### src/rtl/yuv_split_pkg.sv
// Shared types and constants for the YUYV 4:2:2 to planar 4:2:0 splitter.
// Holds the capture FSM encoding, the byte-phase encoding and a width helper.
// No logic of its own.
package yuv_split_pkg;

    typedef enum logic [1:0] {
        IDLE    = 2'd0,
        WAIT_VS = 2'd1,
        ACTIVE  = 2'd2,
        DONE    = 2'd3
    } state_t;

    // Position of a byte inside one YUYV macropixel
    localparam logic [1:0] PH_Y0 = 2'd0;
    localparam logic [1:0] PH_U  = 2'd1;
    localparam logic [1:0] PH_Y1 = 2'd2;
    localparam logic [1:0] PH_V  = 2'd3;

    function automatic int clog2(input int value);
        int r;
        r = 0;
        for (int i = 0; i < 31; i++) begin
            if ((1 << r) < value) r = r + 1;
        end
        return r;
    endfunction

endpackage

### src/rtl/yuv_plane_fifo.sv
// Synchronous show-ahead FIFO for one pixel plane (DEPTH must be a power of 2, >= 2).
// Latency: a push is visible on dout with empty=0 the following cycle.
// Backpressure: push while full is discarded (full is sampled before any same-cycle pop).
module yuv_plane_fifo
    import yuv_split_pkg::*;
#(
    parameter int DEPTH = 8,
    parameter int W     = 8
) (
    input  logic         clk,
    input  logic         reset,
    input  logic         flush,
    input  logic         push,
    input  logic [W-1:0] din,
    input  logic         pop,
    output logic [W-1:0] dout,
    output logic         full,
    output logic         empty
);

    localparam int AW = (clog2(DEPTH) < 1) ? 1 : clog2(DEPTH);

    logic [W-1:0]  mem [DEPTH];
    logic [AW-1:0] wr_ptr;
    logic [AW-1:0] rd_ptr;
    logic [AW:0]   count;
    logic          do_push;
    logic          do_pop;

    assign full    = (count == (AW+1)'(DEPTH));
    assign empty   = (count == '0);
    assign do_push = push & ~full & ~flush & ~reset;
    assign do_pop  = pop & ~empty & ~flush & ~reset;

    // Gate the head so an empty FIFO presents zero rather than stale storage
    assign dout = empty ? '0 : mem[rd_ptr];

    always_ff @(posedge clk) begin
        if (reset || flush) begin
            wr_ptr <= '0;
            rd_ptr <= '0;
            count  <= '0;
        end else begin
            if (do_push) wr_ptr <= wr_ptr + 1'b1;
            if (do_pop)  rd_ptr <= rd_ptr + 1'b1;
            case ({do_push, do_pop})
                2'b10:   count <= count + 1'b1;
                2'b01:   count <= count - 1'b1;
                default: count <= count;
            endcase
        end
    end

    always_ff @(posedge clk) begin
        if (do_push) mem[wr_ptr] <= din;
    end

endmodule

### src/rtl/yuv422_to_420_splitter.sv
// Splits a YUYV 4:2:2 camera byte stream into Y/U/V planar FIFOs, chroma kept on even lines only (4:2:0).
// Latency: an accepted byte appears on its plane head one cycle later; optional YUV_SPLIT_OVF_CNT_EN adds ovf_count.
// Backpressure: none toward the camera; bytes hitting a full FIFO are dropped and flagged in overflow.
module yuv422_to_420_splitter
    import yuv_split_pkg::*;
#(
    parameter int FRAME_W      = 640,
    parameter int FRAME_H      = 480,
    parameter int Y_FIFO_DEPTH = 64,
    parameter int C_FIFO_DEPTH = 32
) (
    input  logic        clk,
    input  logic        reset,
    input  logic        ctrl_en,
    input  logic        ctrl_clear,
    input  logic        cam_vsync,
    input  logic        cam_href,
    input  logic        cam_valid,
    input  logic [7:0]  cam_data,
    output logic [7:0]  y_data_z,
    output logic        y_data_vz,
    input  logic        y_data_lz,
    output logic [7:0]  u_data_z,
    output logic        u_data_vz,
    input  logic        u_data_lz,
    output logic [7:0]  v_data_z,
    output logic        v_data_vz,
    input  logic        v_data_lz,
    output logic        frame_done,
    output logic        frame_short,
    output logic        overflow
`ifdef YUV_SPLIT_OVF_CNT_EN
    ,
    output logic [15:0] ovf_count
`endif
);

    localparam int BW = clog2(2 * FRAME_W + 1);
    localparam int LW = (clog2(FRAME_H + 1) < 1) ? 1 : clog2(FRAME_H + 1);
    localparam logic [BW-1:0] LINE_BYTES = BW'(2 * FRAME_W);
    localparam logic [LW-1:0] LAST_LINE  = LW'(FRAME_H - 1);

    state_t        state;
    logic          vsync_q;
    logic          href_q;
    logic [1:0]    phase;
    logic [BW-1:0] byte_cnt;
    logic [LW-1:0] line_cnt;

    logic          vs_fall, vs_rise, href_rise, href_fall;
    logic [1:0]    cur_phase;
    logic [BW-1:0] cur_bcnt;
    logic          accept;
    logic          even_line;
    logic          y_push, u_push, v_push;
    logic          y_full, u_full, v_full;
    logic          y_empty, u_empty, v_empty;
    logic          drop;

    assign vs_fall   = vsync_q & ~cam_vsync;
    assign vs_rise   = ~vsync_q & cam_vsync;
    assign href_rise = ~href_q & cam_href;
    assign href_fall = href_q & ~cam_href;

    // The first byte of a line may arrive in the same cycle href rises
    assign cur_phase = href_rise ? PH_Y0 : phase;
    assign cur_bcnt  = href_rise ? '0 : byte_cnt;

    assign accept    = (state == ACTIVE) & cam_href & cam_valid & (cur_bcnt < LINE_BYTES) & ~ctrl_clear;
    assign even_line = ~line_cnt[0];

    assign y_push = accept & ((cur_phase == PH_Y0) | (cur_phase == PH_Y1));
    assign u_push = accept & even_line & (cur_phase == PH_U);
    assign v_push = accept & even_line & (cur_phase == PH_V);
    assign drop   = (y_push & y_full) | (u_push & u_full) | (v_push & v_full);

    assign y_data_vz = ~y_empty;
    assign u_data_vz = ~u_empty;
    assign v_data_vz = ~v_empty;

    always_ff @(posedge clk) begin
        if (reset) begin
            vsync_q <= 1'b0;
            href_q  <= 1'b0;
        end else begin
            vsync_q <= cam_vsync;
            href_q  <= cam_href;
        end
    end

    always_ff @(posedge clk) begin
        if (reset || ctrl_clear) begin
            state       <= IDLE;
            phase       <= PH_Y0;
            byte_cnt    <= '0;
            line_cnt    <= '0;
            frame_done  <= 1'b0;
            frame_short <= 1'b0;
            overflow    <= 1'b0;
        end else begin
            if (accept) begin
                phase    <= cur_phase + 2'd1;
                byte_cnt <= cur_bcnt + 1'b1;
            end else if (href_rise) begin
                phase    <= PH_Y0;
                byte_cnt <= '0;
            end

            if (drop) overflow <= 1'b1;

            case (state)
                IDLE: begin
                    if (ctrl_en) state <= WAIT_VS;
                end
                WAIT_VS: begin
                    if (vs_fall) begin
                        state       <= ACTIVE;
                        line_cnt    <= '0;
                        frame_done  <= 1'b0;
                        frame_short <= 1'b0;
                    end
                end
                ACTIVE: begin
                    // A completed last line wins over a coincident vsync rise
                    if (href_fall) begin
                        line_cnt <= line_cnt + 1'b1;
                        if (line_cnt == LAST_LINE) begin
                            state      <= DONE;
                            frame_done <= 1'b1;
                        end
                    end else if (vs_rise) begin
                        state       <= DONE;
                        frame_done  <= 1'b1;
                        frame_short <= 1'b1;
                    end
                end
                DONE: begin
                    state <= ctrl_en ? WAIT_VS : IDLE;
                end
                default: state <= IDLE;
            endcase
        end
    end

`ifdef YUV_SPLIT_OVF_CNT_EN
    always_ff @(posedge clk) begin
        if (reset || ctrl_clear) begin
            ovf_count <= '0;
        end else if (drop && (ovf_count != 16'hFFFF)) begin
            ovf_count <= ovf_count + 16'd1;
        end
    end
`endif

    yuv_plane_fifo #(.DEPTH(Y_FIFO_DEPTH), .W(8)) u_y_fifo (
        .clk   (clk),
        .reset (reset),
        .flush (ctrl_clear),
        .push  (y_push),
        .din   (cam_data),
        .pop   (y_data_lz),
        .dout  (y_data_z),
        .full  (y_full),
        .empty (y_empty)
    );

    yuv_plane_fifo #(.DEPTH(C_FIFO_DEPTH), .W(8)) u_u_fifo (
        .clk   (clk),
        .reset (reset),
        .flush (ctrl_clear),
        .push  (u_push),
        .din   (cam_data),
        .pop   (u_data_lz),
        .dout  (u_data_z),
        .full  (u_full),
        .empty (u_empty)
    );

    yuv_plane_fifo #(.DEPTH(C_FIFO_DEPTH), .W(8)) u_v_fifo (
        .clk   (clk),
        .reset (reset),
        .flush (ctrl_clear),
        .push  (v_push),
        .din   (cam_data),
        .pop   (v_data_lz),
        .dout  (v_data_z),
        .full  (v_full),
        .empty (v_empty)
    );

endmodule

### config.mk
export PLATFORM = sky130hd
export DESIGN_NAME = yuv422_to_420_splitter
export DESIGN_NICKNAME = d
export VERILOG_FILES = /design/src/rtl/yuv_split_pkg.sv /design/src/rtl/yuv_plane_fifo.sv /design/src/rtl/yuv422_to_420_splitter.sv
export SDC_FILE = /design/constraint.sdc
export NUM_CORES = 1
export LEC_CHECK = 0
export ABC_AREA = 1
export CORE_MARGIN = 4
export CORE_UTILIZATION = 28
export DETAILED_ROUTE_END_ITERATION = 6
export PLACE_DENSITY = 0.49
export SYNTH_ARGS = -nofsm -noshare
export SYNTH_HDL_FRONTEND = slang
export SYNTH_HIERARCHICAL = 1
export SYNTH_SLANG_ARGS = --single-unit
### constraint.sdc
create_clock -name clk -period 4.46 [get_ports clk]
set_input_delay 0.892 -clock clk [delete_from_list [all_inputs] [get_ports clk]]
set_output_delay 0.892 -clock clk [all_outputs]
set_load 0.005 [all_outputs]
=== Word level (Yosys, flattened, before mapping) ===
Memory sizes are Yosys's and may differ from the RTL's. A register that Yosys moved wholly into a read port is not among the register bits.
Index checks and enable logic that the tools add are counted.

* Output and inout port bits: 30
* Input port bits: 18
* Memories: 3
* Latch bits: 0
* Word-level logic and storage cells: 162
* Register bits: 80
* Memory bits (read-only): 0
* Memory bits (writable): 1,024

{| class="wikitable"
|+ Memories
! memory !! depth !! width !! rd ports !! clocked after memory_dff !! write ports !! line !! source
|-
| u_y_fifo.mem || 64 || 8 || 1 || 1 || 1 || yuv_plane_fifo.sv:23 || <nowiki>logic [W-1:0] mem [DEPTH];</nowiki>
|-
| u_u_fifo.mem || 32 || 8 || 1 || 1 || 1 || yuv_plane_fifo.sv:23 ||
|-
| u_v_fifo.mem || 32 || 8 || 1 || 1 || 1 || yuv_plane_fifo.sv:23 ||
|}

* Shifts and indexed selects: 0
* Mux-type cells: 39
* Eq/ne operators: 23
* Divide/modulo/power cells: 0
* Add/subtract/negate cells: 15
* $mul: 0
* $lt $le $gt $ge: 1
* Reduce and logical (&&, ||, !) cells: 14
* Bitwise operators: 49

{| class="wikitable"
|+ Operators with widths
! cell !! count
|-
| AND 1 bit || 33
|-
| adder 6 x 1 -> 6 bit (second input constant) || 4
|-
| two-way mux 8 bit || 3
|-
| one-hot mux 6 bit (2 select lines) || 2
|-
| two-way mux 11 bit || 2
|-
| adder 5 x 1 -> 5 bit (second input constant) || 4
|-
| two-way mux 5 bit || 4
|-
| two-way mux 9 bit || 2
|-
| one-hot mux 9 bit (2 select lines) || 1
|-
| == test 2 bit (second input constant) || 7
|-
| two-way mux 2 bit || 7
|-
| one-hot mux 7 bit (2 select lines) || 1
|-
| inverter 1 bit || 13
|-
| == test 6 bit (second input constant) || 2
|-
| zero test 6 bit || 2
|-
| two-way mux 1 bit || 12
|-
| two-way mux 6 bit || 2
|-
| AND reduction 4 bit || 3
|-
| subtractor 6 x 1 -> 6 bit (second input constant) || 2
|-
| adder 11 x 1 -> 11 bit (second input constant) || 1
|-
| < comparator 11 bit (second input constant) || 1
|-
| == test 2 x 1 -> 1 bit (second input constant) || 5
|-
| inequality test 2 bit (second input constant) || 5
|-
| adder 9 x 1 -> 9 bit (second input constant) || 1
|-
| 15 further kinds || 22
|}

=== Logic depth before layout (Yosys ltp) ===
* Depth in word-level cells: 13
* Depth in mapped cells: 23
* Mapped depth without buffers: 22

=== Hierarchy ===
Netlist, hierarchy kept.

{| class="wikitable"
|+ Modules (own cells, without submodules)
! module !! sequential area each (um^2) !! area each (um^2) !! times used !! cells each
|-
| yuv_plane_fifo (u_y_fifo) || 15,875.2 || 22,527.9 || 1 || 1,965
|-
| yuv_plane_fifo (u_v_fifo) || 8,107.8 || 11,748.8 || 1 || 1,071
|-
| yuv_plane_fifo (u_u_fifo) || 8,107.8 || 11,731.3 || 1 || 1,071
|-
| yuv422_to_420_splitter || 580.6 || 1,659.1 || 1 || 236
|}

=== Worst setup path after synthesis ===
Ideal clock, no wire load.

* Kind: input-to-reg
* Start: in ctrl_clear
* End: reg u_y_fifo.count[4]
* Setup slack: 1.010 ns
* Cell stages on the path: 19
* Setup time: 0.115 ns
* Arrival: 3.334 ns
* Path through: inv_1 > nand2_1 > nor2_4 > nand2_4 > clkinv_8 > ha_1 > o21ai_4 > nor2_8 > inv_1 > ha_1 > buf_2 > xor2_1 > ha_1 > a21oi_1 > inv_1 > a21oi_1 > xor2_1 > o21ai_0 > inv_1

* Word-level cells in the longest chain between the ends: 8
* Elaborated cells between the ends (all ways): 13
* Those cells by class: eq/ne: 2; mux: 1; bitwise: 8; reduce/logical: 2

{| class="wikitable"
|+ RTL lines
! what !! line !! source
|-
| start, declared || yuv422_to_420_splitter.sv:15 || <nowiki>input logic ctrl_clear,</nowiki>
|-
| inverter 1 bit * || yuv422_to_420_splitter.sv:69 || <nowiki>assign accept = (state == ACTIVE) & cam_href & cam_valid & (cur_bcnt < LINE_BYTES) & ~ctrl_clear;</nowiki>
|-
| AND 1 bit * || yuv422_to_420_splitter.sv:69 ||
|-
| AND 1 bit * || yuv422_to_420_splitter.sv:72 || <nowiki>assign y_push = accept & ((cur_phase == PH_Y0) | (cur_phase == PH_Y1));</nowiki>
|-
| named net y_push || yuv422_to_420_splitter.sv:55 || <nowiki>logic y_push, u_push, v_push;</nowiki>
|-
| AND 1 bit * (3 in series) || yuv_plane_fifo.sv:32 || <nowiki>assign do_push = push & ~full & ~flush & ~reset;</nowiki>
|-
| == test 2 x 1 -> 1 bit / == test 2 bit (equally long branches) || yuv_plane_fifo.sv:46 || <nowiki>case ({do_push, do_pop})</nowiki>
|-
| one-hot mux 7 bit (2 select lines) / nonzero test 2 bit (equally long branches) || - ||
|-
| end signal, assigned || yuv_plane_fifo.sv:47 || <nowiki>2'b10: count <= count + 1'b1;</nowiki>
|-
| end signal, assigned || yuv_plane_fifo.sv:48 || <nowiki>2'b01: count <= count - 1'b1;</nowiki>
|-
| end signal, assigned || yuv_plane_fifo.sv:49 || <nowiki>default: count <= count;</nowiki>
|-
| end, declared || yuv_plane_fifo.sv:26 || <nowiki>logic [AW:0] count;</nowiki>
|}

The timed path passes the listed nets; every way through them passes the cells marked *.
A chain may end at the register's enable or synchronous reset.

==> reports/metrics.cfg <==
[synth]
ys_ff_latch=1120
synth-seq-area-share_pct=68.5
netlist_instances=4343
syn_avg_cell_area_um2=11.0
ys_types=53
syn_nets=4391
synth.cell_area_um2=47700
ys_warn_count=6

[finish]
final_cell_mix=1438 x nand2_1, 1024 x edfxtp_1, 873 x nand3_1, 247 x nor2_1, 163 x buf_4
fin_area_um2=54800
final_common_cell=nand2_1
layout.nets=4508
drive_gt1_share_pct=9.71
area_growth_pct=14.9
fill_cells=17149
post-route-util_pct=32.3

[routing]
vias=31333
via_per_inst=4.62
antenna_left=0
drt_pass1_iterations=6
wirelength_mm=126
drc=0
wire_per_inst_um=18.5
drt_iter0_drc=2523

[setup_path]
critPathRequiredTime_ns=3.57
critPathArrivalTime_ns=3.42
end_kind=output port
worstSetupPathType=reg -> out
cp-start-kind=flip-flop
worst-path-max-fanout=78

[grt]
antenna_found_initial=0
grt_pass1_vias=30931
overflow=0
grt_pass1_wl_mm=191
grt.total_usage_pct=14.0
grt_max_degree=129

[clock_tree]
root_buffer=clkbuf_16
clock_latency_ns=0.75
cts_tree=yes
cts_buffers=113
clockBufferDepth=3
clock-sinks=1120
htreeDepth=3
path_clk_slew_ns=0.06

[sta]
finalCritPeriodShare_pct=96.6
rsz0062_at_grt=no
post-route-min-period_ns=4.31
setup_tns_ns=0
whs_ns=0.449
maxSlewViolCount=0
max_slew.worst_pin.slew_ns=1.04
maxSlewHeadroom_pct=30.8
fin_skew_ns=0.0418
setup_viol=0
hold_viol=0
fmax_mhz=232

[placed_design]
port_buffers=47
routabilityCongestion=0.832
post_dp_cell_area_um2=50900
hpwl_mm=72.8

[floorplan]
die-area_um2=177000
die_h_um=421
coreArea_um2=169000
die_w_um=421
io_pins=48
placementRows=151
start_util_pct=28.2

[power_and_ir_drop]
powerDensity_nw_per_um2=391
vdd_drop_max_mv=0.324
power_leakage_nw=19.4
power.total_w=0.0214

[job]
drv_cap=0

[status]
status=complete, no violations

[hold_path]
hold_class=reg -> reg

[where the power goes]
group	leakage, nW	switching (W)	internal, W
sequential	9.98	0.00000257	0.0114
combinational	7.61	0.000239	0.0000453
clock	1.85	0.00415	0.00551
[path summary, 6_finish.rpt]
path	from	to	slack, ns	depth (start not counted)
setup / recovery	flip-flop	y_data_z[2]	0.15	10
hold / removal	frame_done$_SDFFE_PP0P_	frame_done$_SDFFE_PP0P_	0.45	2
setup reg to reg	state[0]$_SDFFE_PP0P_	u_y_fifo/count[4]$_SDFFE_PP0P_	1.15	19
hold reg to reg	frame_done$_SDFFE_PP0P_	frame_done$_SDFFE_PP0P_	0.45	2
[layer usage]
metal | part of all wire, % | track usage, %
met2 | 48 | 23.1
met1 | 46 | 19.0
met3 | 3.9 | 1.70
met5 | 0 | 0
met4 | 2.7 | 4.61
[stage by stage]
stage               setup WS (ns)  cells
floorplan                    1.01   4343
global placement            0.278   6560
detailed placement          0.220   6560
CTS                        0.0604   6777
global route              0.00144   6778
finish                      0.152   6779
[cells in the mapped netlist, drive strengths merged]
library cell,n,area [um2]
a211oi,4,30.0
a21oi,86,449
a31oi,1,6.26
a32oi,1,8.76
and2,1,6.26
buf,186,1440
clkbuf,43,161
clkinv,4,27.5
dfxtp,96,1920
edfxtp,1024,30700
ha,30,375
inv,157,599
nand2,1446,5480
nand3,883,4480
nand4,18,230
nor2,263,1080
nor3,19,116
nor3b,1,7.51
nor4,1,6.26
o211ai,4,30.0
o21a,1,7.51
o21ai,48,251
o21bai,2,15.0
o22ai,3,18.8
o31ai,1,7.51
or2,1,6.26
xnor2,11,96.3
xor2,8,70.1
[cells by family after synthesis]
logic type               after synthesis  share of synthesized area, %
XOR/XNOR                              19                         0.349
buffers and inverters                390                          4.67
AND/OR/NAND/NOR                     2633                          23.9
adder cells (fa/ha/maj)               30                         0.787
AO/OA/AOI/OAI                        151                          1.73
flip-flops                          1120                          68.5
[layout make-up]
class                           instances  area [um2]  share of cell area (%)
Antenna cell                            1        2.50                 0.00457
Clock buffer                          140        3010                    5.50
Clock inverter                         75         753                    1.38
Inverter                              161         632                    1.15
Multi-Input combinational cell       2833       12800                    23.3
Sequential cell                      1120       32700                    59.7
Tap cell                             2218        2780                    5.07
Timing Repair Buffer                  231        2120                    3.88
[repair_timing]
| item | CTS | global route |
|---|---|---|
| endpoints found under the setup margin | 8 | 3 |
| setup buffers | 2 | 1 |
| endpoints found under the hold margin | 0 | 0 |
| resized for setup | 1 | 1 |
| hold buffers | 0 | 0 |
[sequential cells by signal, indices dropped and copies added (netlist names), 2 cells and up, named ones only]
register / flops
byte_cnt: 11
line_cnt: 9
phase: 2
state: 2
u_u_fifo/count: 6
u_u_fifo/mem: 256
u_u_fifo/rd_ptr: 5
u_u_fifo/wr_ptr: 5
u_v_fifo/count: 6
u_v_fifo/mem: 256
u_v_fifo/rd_ptr: 5
u_v_fifo/wr_ptr: 5
u_y_fifo/count: 7
u_y_fifo/mem: 512
u_y_fifo/rd_ptr: 6
u_y_fifo/wr_ptr: 6
[critical path, cell delays in order, from the launching register on]
cell	delay, ns
dfxtp_4	0.61
inv_4	0.07
buf_12	0.20
nand3_1	0.16
nand3_1	0.09
nand2_1	0.12
nand2_1	0.10
nand3_1	0.22
nand3_1	0.16
a21oi_1	0.31
clkdlybuf4s50_1	0.57
(Power assumes the default switching activity.)
